===== src/rtl/register_alu_datapath.sv =====
// Register-file + ALU datapath driven by the controller's per-cycle micro-ops.
// R0..R6 are stored, R7 reads a constant, and R6 also has an external load port.
module register_alu_datapath #(
  parameter int DATAWIDTH     = 8,
  parameter int SELECTIONALU  = 3,
  parameter int SELECTIONDECO = 3,
  parameter logic [DATAWIDTH-1:0] R7CONST = 8'h01
) (
  input  logic                     clk,
  input  logic                     lowRst,
  input  logic [SELECTIONDECO-1:0] sSelDecoA,
  input  logic [SELECTIONDECO-1:0] sSelDecoB,
  input  logic [SELECTIONDECO-1:0] sSelDecoC,
  input  logic [SELECTIONALU-1:0]  sSelAlu,
  input  logic                     pLoad,
  input  logic [DATAWIDTH-1:0]     pLoadData,
  output logic [DATAWIDTH-1:0]     pAluOut,
  output logic [DATAWIDTH-1:0]     pR0Out,
  output logic                     sOverflow,
  output logic                     sCarry,
  output logic                     sNegative,
  output logic                     sZero,
  output logic                     sPar
);

  localparam int NSTORED = 7;
  localparam int MSB     = DATAWIDTH - 1;

  logic [DATAWIDTH-1:0] regs_reg [0:NSTORED-1];
  logic [DATAWIDTH-1:0] rd_bank  [0:NSTORED];
  logic [NSTORED-1:0]   wr_en;
  logic [DATAWIDTH-1:0] opa, opb, alu_result;
  logic [DATAWIDTH:0]   sum_ext, diff_ext;
  logic                 carry_next, overflow_next;

  // Per-register write enables and the read bank (R7 is a constant, not storage).
  genvar gi;
  generate
    for (gi = 0; gi < NSTORED; gi++) begin : g_bank
      assign wr_en[gi]   = (sSelDecoC == SELECTIONDECO'(gi));
      assign rd_bank[gi] = regs_reg[gi];
    end
  endgenerate
  assign rd_bank[NSTORED] = R7CONST;

  assign opa    = rd_bank[sSelDecoA];
  assign opb    = rd_bank[sSelDecoB];
  assign pR0Out = regs_reg[0];

  assign sum_ext  = {1'b0, opa} + {1'b0, opb};
  assign diff_ext = {1'b0, opa} - {1'b0, opb};

  always_comb begin
    alu_result    = opa;
    carry_next    = 1'b0;
    overflow_next = 1'b0;
    case (sSelAlu)
      3'b000: alu_result = opa;
      3'b001: begin
        alu_result    = sum_ext[MSB:0];
        carry_next    = sum_ext[DATAWIDTH];
        overflow_next = (opa[MSB] == opb[MSB]) && (sum_ext[MSB] != opa[MSB]);
      end
      3'b010: begin
        // Extended-width subtraction leaves the unsigned borrow in the top bit.
        alu_result    = diff_ext[MSB:0];
        carry_next    = diff_ext[DATAWIDTH];
        overflow_next = (opa[MSB] != opb[MSB]) && (diff_ext[MSB] != opa[MSB]);
      end
      3'b011: alu_result = opa & opb;
      3'b100: begin
        alu_result    = {opa[MSB-1:0], 1'b0};
        carry_next    = opa[MSB];
        overflow_next = opa[MSB] != opa[MSB-1];
      end
      3'b101: begin
        alu_result = {1'b0, opa[MSB:1]};
        carry_next = opa[0];
      end
      3'b110: alu_result = opa | opb;
      3'b111: alu_result = opa ^ opb;
      default: alu_result = opa;
    endcase
  end

  assign pAluOut = alu_result;

  // ALU write into R6 takes priority over the external load in the same cycle.
  always_ff @(posedge clk or posedge lowRst) begin
    if (lowRst) begin
      for (int i = 0; i < NSTORED; i++) regs_reg[i] <= '0;
    end else begin
      for (int i = 0; i < NSTORED; i++) begin
        if (wr_en[i])
          regs_reg[i] <= alu_result;
        else if (i == NSTORED - 1 && pLoad)
          regs_reg[i] <= pLoadData;
      end
    end
  end

  // Flags track every cycle's ALU op, regardless of whether it is written back.
  always_ff @(posedge clk or posedge lowRst) begin
    if (lowRst) begin
      sOverflow <= 1'b0;
      sCarry    <= 1'b0;
      sNegative <= 1'b0;
      sZero     <= 1'b0;
      sPar      <= 1'b0;
    end else begin
      sOverflow <= overflow_next;
      sCarry    <= carry_next;
      sNegative <= alu_result[MSB];
      sZero     <= (alu_result == '0);
      sPar      <= ^alu_result;
    end
  end

endmodule

===== config.mk =====
export PLATFORM = sky130hd
export DESIGN_NAME = register_alu_datapath
export DESIGN_NICKNAME = d
export VERILOG_FILES = /design/src/rtl/register_alu_datapath.sv
export SDC_FILE = /design/constraint.sdc
export NUM_CORES = 1
export LEC_CHECK = 0
export CORE_MARGIN = 3
export CORE_UTILIZATION = 55
export CTS_CLUSTER_SIZE = 20
export DETAILED_ROUTE_END_ITERATION = 7
export PLACE_DENSITY_LB_ADDON = 0.05
export SYNTH_ARGS = -nofsm -noshare
export SYNTH_HDL_FRONTEND = slang
export SYNTH_SLANG_ARGS = --single-unit

===== constraint.sdc =====
create_clock -name clk -period 5.25 [get_ports clk]
set_input_delay 0.7875 -clock clk [delete_from_list [all_inputs] [get_ports clk]]
set_output_delay 0.7875 -clock clk [all_outputs]
set_load 0.01 [all_outputs]

== Yosys cells after proc, flatten, opt, wreduce, memory -nomap -nowiden ==
Cells that the tools add are included.
Cells by class
  reduce and logical (&&, ||, !) cells: 7
  divide/modulo/power cells: 0
  order comparisons: 2
  muxes and demuxes: 11
  shift operators: 0
  add/subtract/negate cells: 2
  multiply operators: 0
  bitwise logic cells: 5
  equal/unequal tests: 18
Operator list (number)
  $pmux W8 S8: 1
  $bmux W8 S3: 2
  $mux W8: 6
  $eq A3 B3 Y1 const B: 7
  $eq A3 B2 Y1 const B: 4
  $add A8 B8 Y9: 1
  $sub A8 B8 Y9: 1
  $and A8 B8 Y8: 1
  $ge A4 B4 Y1 const B: 2
  $logic_not A8 Y1: 1
  $not A3 Y4: 2
  $or A8 B8 Y8: 1
  $reduce_xor A8 Y1: 1
  $xor A8 B8 Y8: 1
  $eq A3 B1 Y1 const B: 2
  $logic_not A3 Y1: 2
  $ne A1 B1 Y1: 4
  $pmux W1 S4: 1
  $pmux W1 S3: 1
  $logic_and A1 B1 Y1: 2
  $reduce_bool A2 Y1: 1
  $eq A1 B1 Y1: 1
Word-level totals
  word-level logic and storage cells: 57
  memory bits (read-only): 0
  latch bits: 0
  bits of input ports: 23
  register bits after elaboration: 61
  memories kept: 0
  output and inout bits: 21
  RAM bits: 0

== Depth between registers and ports, before layout ==
  word-level depth: 8
  depth in mapped cells: 18
  depth with buffers taken out: 15

== Least setup slack after synthesis ==
No wires, ideal clock.
  kind: input port to output port
  start: in sSelDecoB[1]
  end: out pAluOut[6]
  arrival: 3.931 ns
  data required time: 4.463 ns
  slack: 0.532 ns
  buffers on the path: 2
  stages: 13
  path through: clkbuf_1 > buf_2 > mux4_2 > mux2i_1 > inv_1 > ha_1 > fa_1 > a211oi_2 > nor2_1 > or4_1 > and4b_1 > o31ai_4 > inv_1
Between the ends
  word-level cells in the longest chain between the ends: 6
  elaborated cells on any way between the ends: 10
  classes of those cells: add/sub (2); mux (4); bitwise (4)
Ends and longest elaborated chain
  start: declaration: line 12  | input logic [SELECTIONDECO-1:0] sSelDecoB,
  $not A3 Y4 (implied by the code) (*): line 47  | assign opb = rd_bank[sSelDecoB];
  $bmux W8 S3 (*): line 47
  $mux W8 (implied by the code) (*) (2 in a row): line 47
  $sub A8 B8 Y9 (tied with other cells): line 51  | assign diff_ext = {1'b0, opa} - {1'b0, opb};
  $pmux W8 S8 (*): line 57  | case (sSelAlu)
  end: declaration: line 17  | output logic [DATAWIDTH-1:0] pAluOut,
Every way passes the cells marked *; elsewhere a longest branch is shown, timed or not. The select of a mux whose other input is x is not followed.

== Final worst setup path ==
  start: in sSelDecoB[0]
  end: out pAluOut[5]
The elaborated chain is that of the path after synthesis.

==> impl_metrics.py <==
metrics = {
    "finish": {
        "final_common_cell": "nand2_1",
        "final_cell_mix": "nand2_1 (74), dfrtp_1 (61), buf_4 (45), clkdlybuf4s50_1 (40), mux2i_1 (36)",
        "stdcell_count": 726,
        "syn_to_final_growth_pct": 18.28,
        "stdcell_area_sq_um": 5828,
        "antenna_cells": 0,
        "num-fill-cells": 701,
        "layout.nets": 670,
        "drive_above_1_share_pct": 16.91,
        "ff_latch_area_sq_um": 1526,
        "multiInputGateArea_sq_um": 3073,
    },
    "floorplan": {
        "initial_core_util_pct": 58.21,
        "core_sq_um": 8464,
        "io_pins": 44,
        "die_h_microns": 100.7,
        "row_count": 33,
        "die_area_sq_um": 10130,
        "fp.dieW_microns": 100.7,
    },
    "pwr": {
        "internal-power_mw": 1.306,
        "p_sw_mw": 0.8927,
        "power_density_nw_per_um2": 377.3,
        "switching_share_pct": 40.60,
        "peakVddDrop_v": 0.0002972,
        "pwr-share-clk_pct": 16.6,
        "combPwrFrac_pct": 51.7,
        "p_leak_nw": 2.678,
        "p_seq_share_pct": 31.7,
    },
    "clock_network": {
        "clkSinkCount": 61,
        "cts_buffer_depth": 2,
        "cts_setup_buffers": 0,
        "cts_made_buffers": 9,
        "cts.clk_slew.worst_paths_ns": 0.08,
        "clock-root-buffer": "clkbuf_8",
        "cts_tree": "done",
        "cts_hold_buf": 0,
        "clock_latency_ns": 0.35,
        "htreeDepth": 3,
    },
    "place": {
        "placedInstanceArea_sq_um": 5598,
        "dp_cells": 710,
        "place_ws_ns": 0.04540,
        "io_buffers": 43,
        "gp_congestion": 0.9307,
        "place_hpwl_microns": 10180,
    },
    "worst_hold_path": {
        "hp-class": "flip-flop to flip-flop",
    },
    "global_routing": {
        "grt_pass1_vias": 4135,
        "grt_max_degree": 62,
        "grt_first_pass_wirelength_microns": 21590,
        "grt_util_all_layers_pct": 27.65,
        "grt-ovfl-total": 0,
        "grt_antenna_before_repair": 0,
    },
    "sta": {
        "setup_viol": 0,
        "hold_ws_ns": 0.5111,
        "finClkSkew_ns": 0.01586,
        "maxSlewViolCount": 0,
        "period_needed_ns": 5.170,
        "fmax_mhz": 193.4,
        "min_period_over_period_pct": 98.47,
        "max_slew.worst_pin.slew_ns": 0.9177,
        "setup_ws_ns": 0.08025,
        "slew_headroom_pct": 38.59,
        "rsz0062_at_grt": "true",
        "finalHoldViolations": 0,
        "final.setup.tns_ns": 0,
    },
    "detailed_routing": {
        "routed_wl_microns": 13360,
        "routed_via_density": 5.910,
        "final_antenna_net_count": 0,
        "wire_per_inst_microns": 18.40,
        "dr_total_vias": 4291,
        "drt-initial-drc-count": 262,
        "drc": 0,
        "drt-pass1-iter-count": 5,
    },
    "yosys": {
        "synth_seq_cells": 61,
        "ys_seq_area_share_pct": 30.98,
        "async_flop_share_pct": 100.0,
        "yosysUniqueCellTypes": 64,
        "avgSynthCellArea_sq_um": 8.783,
        "synth_ff_type": "dfrtp_1",
        "yosysWarnings": 0,
        "syn-cell-area_sq_um": 4927,
        "syn-num-nets": 615,
        "synth-edff-count": 0,
        "syn-instance-count": 561,
    },
    "critical_path": {
        "r2r-start": "pR0Out[0]",
        "path_cells": "clkdlybuf4s50_1 > buf_6 > buf_12 > mux4_2 > nor2_1 > a21o_1 > ha_2 > nand2b_1 > a31o_2 > a21oi_1 > o221ai_1 > o31ai_4 > inv_1 > clkdlybuf4s50_1",
        "crit_path_top_delay_cell": "clkdlybuf4s50_1",
        "r2r_end": "sPar",
        "r2r_slack_ns": 1.29,
        "crit_start": "sSelDecoB[0]",
        "path_max_fanout": 7,
        "endpoint_kind": "output pin",
        "critical_path_required_ns": 4.46,
        "crit_end": "pAluOut[5]",
        "reg2reg_depth": 14,
        "crit_type": "input port to output pin",
        "max_stage_delay_ns": 0.53,
        "worstSetupStartpointType": "input port",
        "cp.arrival_ns": 4.38,
        "crit_top_cell": "clkdlybuf4s50_1",
    },
    "outcome": {
        "status": "complete, no violations",
    },
    "run": {
        "max-cap-violations": 0,
    },
}
## power groups by stage
stage / Clock (mW) / Sequential [mW] / Combinational, mW
CTS: 0.376 / 0.694 / 1.11
global placement: 0 / 0.696 / 1.08
floorplan: 0 / 0.671 / 0.745
finish: 0.365 / 0.697 / 1.14
global route: 0.396 / 0.715 / 1.25
detailed placement: 0 / 0.702 / 1.11
## stage by stage
step	util [%]	power, mW
4_1_cts	68.10	2.184
3_5_place_dp	66.13	1.809
2_1_floorplan	-	1.415
3_3_place_gp	66.13	1.779
6_report	68.85	2.199
5_1_grt	68.85	2.359
## how the worst min path moves through the flow
stage                           start     endpoint  slack, ns  cells after the start
after CTS                 rd_bank[25]  rd_bank[25]       0.51                      2
final                     rd_bank[41]  rd_bank[41]       0.51                      2
after floorplan           rd_bank[41]  rd_bank[41]       0.46                      2
after detailed placement  rd_bank[25]  rd_bank[25]       0.50                      2
after global routing      rd_bank[19]  rd_bank[19]       0.54                      2
after global placement    rd_bank[35]  rd_bank[35]       0.48                      2
## cells in the mapped netlist, drive strengths merged, types with 4 or more instances
library cell / count / area [sq um]
inv: 33 / 123.9
a21o: 9 / 67.56
clkbuf: 18 / 67.56
nand2b: 13 / 81.33
nor2b: 16 / 100.1
mux2i: 37 / 370.4
o311ai: 4 / 42.55
nand3b: 10 / 75.07
mux4: 10 / 225.2
o31ai: 5 / 92.59
o211ai: 8 / 60.06
o21ai: 61 / 320.3
nor2: 36 / 135.1
a32o: 4 / 40.04
a22oi: 6 / 45.04
xnor2: 8 / 70.07
o221ai: 4 / 35.03
a211oi: 13 / 107.6
nor3: 6 / 30.03
nand2: 76 / 290.3
dfrtp: 61 / 1526
buf: 28 / 188.9
ha: 29 / 362.9
a21oi: 26 / 130.1
## worst max-delay path, delay by kind of cell
kind / cells / cell delay (ns)
adders and majority gates: 1 / 0.34
and+or+nand+nor: 2 / 0.27
buffers and inverters: 5 / 1.37
muxes: 1 / 0.52
AOI/OAI and AO/OA: 5 / 1.07
## registers in the layout, summed over array words and instances (netlist names)
signal     cells
sNegative      1
sCarry         1
sPar           1
rd_bank       48
pR0Out         8
sZero          1
sOverflow      1
## layer usage
metal	vias up	track usage, %	wire (microns)
met5	-	0	0
met4	0	8.290	282
met3	18	4.567	777
met2	141	43.29	6231
met1	2052	39.41	6067
li1	2080	-	-
## cell families (layout without fill, tap and decap cells)
| family | after synthesis | in the layout | share of synthesized area, % |
|---|---|---|---|
| AO/OA/AOI/OAI | 159 | 159 | 22.27 |
| XOR/XNOR | 11 | 11 | 1.955 |
| adder cells (fa/ha/maj) | 31 | 31 | 8.177 |
| buffers and inverters | 79 | 139 | 7.719 |
| flip-flops | 61 | 61 | 30.98 |
| multiplexers | 47 | 47 | 12.09 |
| AND/OR/NAND/NOR | 173 | 173 | 16.81 |
## final cells by class
class / instances / share of cell area [%]
clock buffers: 10 / 2.190
clock inverters: 6 / 0.6655
inverters: 33 / 2.125
multi-input cells: 421 / 52.73
flip-flops and latches: 61 / 26.19
well taps: 105 / 2.254
repair buffers: 90 / 13.85
## what timing repair did
action	in CTS	in global routing
endpoints found under the hold margin	0	0
gates resized for setup	0	17
endpoints found under the setup margin	0	5
Power figures use the tool's default switching activity.
